**src/rtl/traffic_phase_fsm.sv**
```systemverilog
// Two-approach intersection phase sequencer: tick-prescaled phase timing,
// latched EW request, one-hot lamp vectors and one-hot downstream mux select.
module traffic_phase_fsm #(
    parameter int GREEN_TICKS  = 8,
    parameter int YELLOW_TICKS = 3,
    parameter int RED_TICKS    = 1,
    parameter int CNT_WIDTH    = 4
) (
    input  logic                 clk,
    input  logic                 reset,
    input  logic                 tick,
    input  logic                 ew_req,
    output logic [2:0]           ns_light,
    output logic [2:0]           ew_light,
    output logic [1:0]           sel,
    output logic [CNT_WIDTH-1:0] remain
);

    typedef enum logic [2:0] {
        NS_G = 3'd0,
        NS_Y = 3'd1,
        AR1  = 3'd2,
        EW_G = 3'd3,
        EW_Y = 3'd4,
        AR2  = 3'd5
    } state_t;

    localparam logic [CNT_WIDTH-1:0] G_LOAD = CNT_WIDTH'(GREEN_TICKS - 1);
    localparam logic [CNT_WIDTH-1:0] Y_LOAD = CNT_WIDTH'(YELLOW_TICKS - 1);
    localparam logic [CNT_WIDTH-1:0] R_LOAD = CNT_WIDTH'(RED_TICKS - 1);

    state_t               state_q, state_d;
    logic [CNT_WIDTH-1:0] cnt_q, cnt_d;
    logic                 req_latch_q, req_latch_d;
    logic [2:0]           ns_light_q, ns_light_d;
    logic [2:0]           ew_light_q, ew_light_d;
    logic [1:0]           sel_q, sel_d;
    logic                 expire;

    always_comb begin
        state_d     = state_q;
        cnt_d       = cnt_q;
        req_latch_d = req_latch_q | ew_req;
        expire      = tick && (cnt_q == '0);

        if (tick && (cnt_q != '0)) begin
            cnt_d = cnt_q - 1'b1;
        end

        case (state_q)
            NS_G: begin
                // NS green persists at counter 0 until some EW demand exists.
                if (expire && (req_latch_q || ew_req)) begin
                    state_d = NS_Y;
                    cnt_d   = Y_LOAD;
                end
            end
            NS_Y: if (expire) begin state_d = AR1;  cnt_d = R_LOAD; end
            AR1: begin
                if (expire) begin
                    state_d     = EW_G;
                    cnt_d       = G_LOAD;
                    req_latch_d = 1'b0;
                end
            end
            EW_G: if (expire) begin state_d = EW_Y; cnt_d = Y_LOAD; end
            EW_Y: if (expire) begin state_d = AR2;  cnt_d = R_LOAD; end
            AR2:  if (expire) begin state_d = NS_G; cnt_d = G_LOAD; end
            default: begin
                state_d = NS_G;
                cnt_d   = G_LOAD;
            end
        endcase

        // Lamps are registered from the next state so they track state_q exactly.
        case (state_d)
            NS_Y:    begin ns_light_d = 3'b010; ew_light_d = 3'b100; sel_d = 2'b01; end
            AR1:     begin ns_light_d = 3'b100; ew_light_d = 3'b100; sel_d = 2'b00; end
            EW_G:    begin ns_light_d = 3'b100; ew_light_d = 3'b001; sel_d = 2'b10; end
            EW_Y:    begin ns_light_d = 3'b100; ew_light_d = 3'b010; sel_d = 2'b10; end
            AR2:     begin ns_light_d = 3'b100; ew_light_d = 3'b100; sel_d = 2'b00; end
            default: begin ns_light_d = 3'b001; ew_light_d = 3'b100; sel_d = 2'b01; end
        endcase
    end

    always_ff @(posedge clk) begin
        if (reset) begin
            state_q     <= NS_G;
            cnt_q       <= G_LOAD;
            req_latch_q <= 1'b0;
            ns_light_q  <= 3'b001;
            ew_light_q  <= 3'b100;
            sel_q       <= 2'b01;
        end else begin
            state_q     <= state_d;
            cnt_q       <= cnt_d;
            req_latch_q <= req_latch_d;
            ns_light_q  <= ns_light_d;
            ew_light_q  <= ew_light_d;
            sel_q       <= sel_d;
        end
    end

    assign ns_light = ns_light_q;
    assign ew_light = ew_light_q;
    assign sel      = sel_q;
    assign remain   = cnt_q;

endmodule

```
**config.mk**
```make
export PLATFORM = sky130hd
export DESIGN_NAME = traffic_phase_fsm
export DESIGN_NICKNAME = d
export VERILOG_FILES = /design/src/rtl/traffic_phase_fsm.sv
export SDC_FILE = /design/constraint.sdc
export NUM_CORES = 1
export LEC_CHECK = 0
export ABC_AREA = 1
export CAP_MARGIN = 20
export CORE_MARGIN = 10
export CORE_UTILIZATION = 35
export CTS_CLUSTER_SIZE = 24
export DETAILED_ROUTE_END_ITERATION = 6
export GPL_TIMING_DRIVEN = 0
export PLACE_DENSITY = 0.62
export RECOVER_POWER = 50
export SLEW_MARGIN = 20
export SYNTH_ARGS = -nofsm -noshare
export SYNTH_HDL_FRONTEND = slang
export SYNTH_SLANG_ARGS = --single-unit
export TNS_END_PERCENT = 10
```
**constraint.sdc**
```tcl
create_clock -name clk -period 2.1 [get_ports clk]
set_input_delay 0.315 -clock clk [delete_from_list [all_inputs] [get_ports clk]]
set_output_delay 0.315 -clock clk [all_outputs]
set_load 0.05 [all_outputs]
```
==> impl_metrics.csv <==
group,metric,value,unit
run_status,status,"finished clean",
setup_path,max_stage_delay,0.85,ns
clocking,ctsRootBufferMaster,"clkbuf_4",
clocking,cts_made_buffers,3,
power,p_leak,0.5154,nW
layout,drive_gt1_share,10.87,%
floorplan,dieHeight,68.80,um
worst_hold_path,hp-class,"flip-flop to flip-flop",
clocking,clkSlewWorstSetupHoldPaths,0.09,ns
setup_path,critPathMaxFanout,5,
clocking,ctsHoldBuffers,0,
setup_path,end_kind,"output pin",
timing,finalSetupTns,0,ns
power,irDropWorstVdd,353.0,uV
global_routing,antenna_found_initial,0,
clocking,cts_tree,"yes",
run,cap_violations,0,
placed_design,globalplace.congestion,0.8249,
logic_synthesis,syn_inst,119,
clocking,post_cts_buffers,0,
detailed_routing,drc_errors,0,
timing,clock_skew,0.001588,ns
timing,hold_viol_final,0,
detailed_routing,first_pass_iters,4,
floorplan,rows,17,
detailed_routing,ant_nets,0,
clocking,h-tree-depth,1,
global_routing,grt_max_degree,11,
detailed_routing,detail_route.vias_per_cell,4.729,
detailed_routing,routedWlPerCell,10.81,um
layout,diodes,0,
logic_synthesis,synth_nets,125,
global_routing,grt-busiest-layer,"met2",
detailed_routing,drtIter0Drc,21,
timing,fin_crit,1.912,ns
clocking,clk_latency,0.29,ns
power,p_per_area,563.5,nW/um2
floorplan,io-pin-count,16,
layout,area_growth,23.87,%
setup_path,critPathSlowestCell,"clkdlybuf4s50_1",
timing,setup_violations,0,
setup_path,critPathKind,"flip-flop to output pin",
timing,tightest_slew,0.5100,ns
logic_synthesis,ys.flop_type,"dfxtp_1",
global_routing,use_met2,15.44,%
logic_synthesis,ys_seq_area_share,38.44,%
layout,nets,145,
floorplan,core,2233,um2
setup_path,crit_family,"buffers and inverters",
setup_path,startpoint_type,"flip-flop",
detailed_routing,vias,785,
logic_synthesis,synth_edf_count,0,
global_routing,met1_usage,9.401,%
floorplan,dieArea,4733,um2
timing,fmax,522.9,MHz
placed_design,dpl-instance-area,1018,um2
timing,rsz0062_at_grt,"no",
clocking,cts.sinks,16,
layout,fin_area,1032,um2
logic_synthesis,mappedNetlistArea,833.3,um2
logic_synthesis,synthArstFlopShare,0,%
detailed_routing,drt_wl_total,1795,um
clocking,cts_resized,0,
setup_path,path_cells,"clkdlybuf4s50_1",
setup_path,critPathRequiredTime,1.78,ns
logic_synthesis,avgSynthCellArea,7.003,um2
logic_synthesis,ys_types,24,
global_routing,grt_pass1_wl,3236,um
placed_design,portBuffers,15,
global_routing,grt_usage,8.638,%
global_routing,grt_pass1_vias,790,
floorplan,start_util,37.31,%
timing,final_max_slew_viol_count,0,
clocking,cts_max_path_buffers,2,
global_routing,overflow,0,
placed_design,hpwl,1428,um
setup_path,crit_arrival,1.60,ns
global_routing,gr-usage-met3,3.704,%
setup_path,crit_buf_inv,1,
logic_synthesis,synth_seq_cells,16,
timing,relSlewSlack,65.89,%
floorplan,die_w,68.80,um
logic_synthesis,yosysWarnings,0,
timing,post-route-period-util,91.07,%
-- registers in the layout, indices dropped and copies added (netlist names) --
signal / count
state_q: 3
remain: 4
ew_light: 3
ns_light: 3
sel: 2
req_latch_q: 1
-- synthesized netlist by cell type, drive strengths merged (2+ instances only) --
library cell	number	area, um2
dfxtp	16	320.3
o21ai	4	20.02
nand4	2	18.77
nor2	19	81.33
nand2	32	120.1
inv	15	56.31
nand3	17	97.60
a21oi	3	22.52
nor3	3	25.02
buf	2	16.26
ha	2	25.02
-- worst paths after layout --
| path | start | end | slack [ns] | cells after the start |
|---|---|---|---|---|
| max | remain[2]$_SDFF_PP1_ | remain[2] | 0.19 | 1 |
| max reg2reg | remain[0]$_SDFF_PP1_ | ew_light[2]$_SDFF_PP1_ | 0.47 | 9 |
| min | req_latch_q$_SDFF_PP0_ | req_latch_q$_SDFF_PP0_ | 0.51 | 2 |
| min reg2reg | req_latch_q$_SDFF_PP0_ | req_latch_q$_SDFF_PP0_ | 0.51 | 2 |
-- per-layer routing --
layer | vias up | part of all wire, % | wire (um)
li1 | 415 | - | -
met1 | 360 | 47 | 841
met2 | 10 | 47 | 851
met3 | 0 | 5.7 | 102
met4 | 0 | 0 | 0
met5 | - | 0 | 0
-- layout by cell type (no fill, tap or decap), drive strengths merged --
master,count
a21boi,1
a21oi,3
buf,2
clkbuf,4
clkdlybuf4s50,15
dfxtp,16
ha,2
inv,15
nand2,32
nand3,17
nand3b,1
nand4,2
nor2,19
nor3,3
o21ai,4
or2,1
xnor2,1
-- where the power goes --
group	internal (mW)	switching, mW	leakage [nW]	total (mW)
clock	0.106	0.0994	0.0210	0.205
sequential	0.309	0.00453	0.130	0.313
combinational	0.0246	0.0389	0.364	0.0634
total	0.439	0.143	0.515	0.582
-- through the flow --
step / setup slack (ns) / hold slack, ns / utilization [%] / std cells / power (mW)
2_1_floorplan: 0.3872 / 0.3863 / - / 119 / 0.3629
3_3_place_gp: 0.4526 / 0.4707 / 45.60 / 162 / 0.3854
6_report: 0.1875 / 0.5062 / 46.22 / 166 / 0.5817
3_5_place_dp: 0.4276 / 0.4925 / 45.60 / 162 / 0.3862
5_1_grt: 0.1334 / 0.5745 / 46.22 / 166 / 0.6145
4_1_cts: 0.1663 / 0.5152 / 47.23 / 166 / 0.5909
-- area by class of cell --
class	count	area, um2
fill	238	1201
tap	28	35.03
timing repair buffer	15	150.1
inverter	15	56.30
sequential	16	320.3
multi-input combinational	86	417.9
buffer	2	16.27
clock buffer	4	36.28
-- cells by family after synthesis --
group | after synthesis | synth area share (%)
xor gates and xnor gates | 1 | 1.051
AOI/OAI and AO/OA | 8 | 6.006
adders and majority gates | 2 | 3.003
and+or+nand+nor | 75 | 42.79
buffers and inverters | 17 | 8.709
DFF | 16 | 38.44
Power figures use the tool's default switching activity.
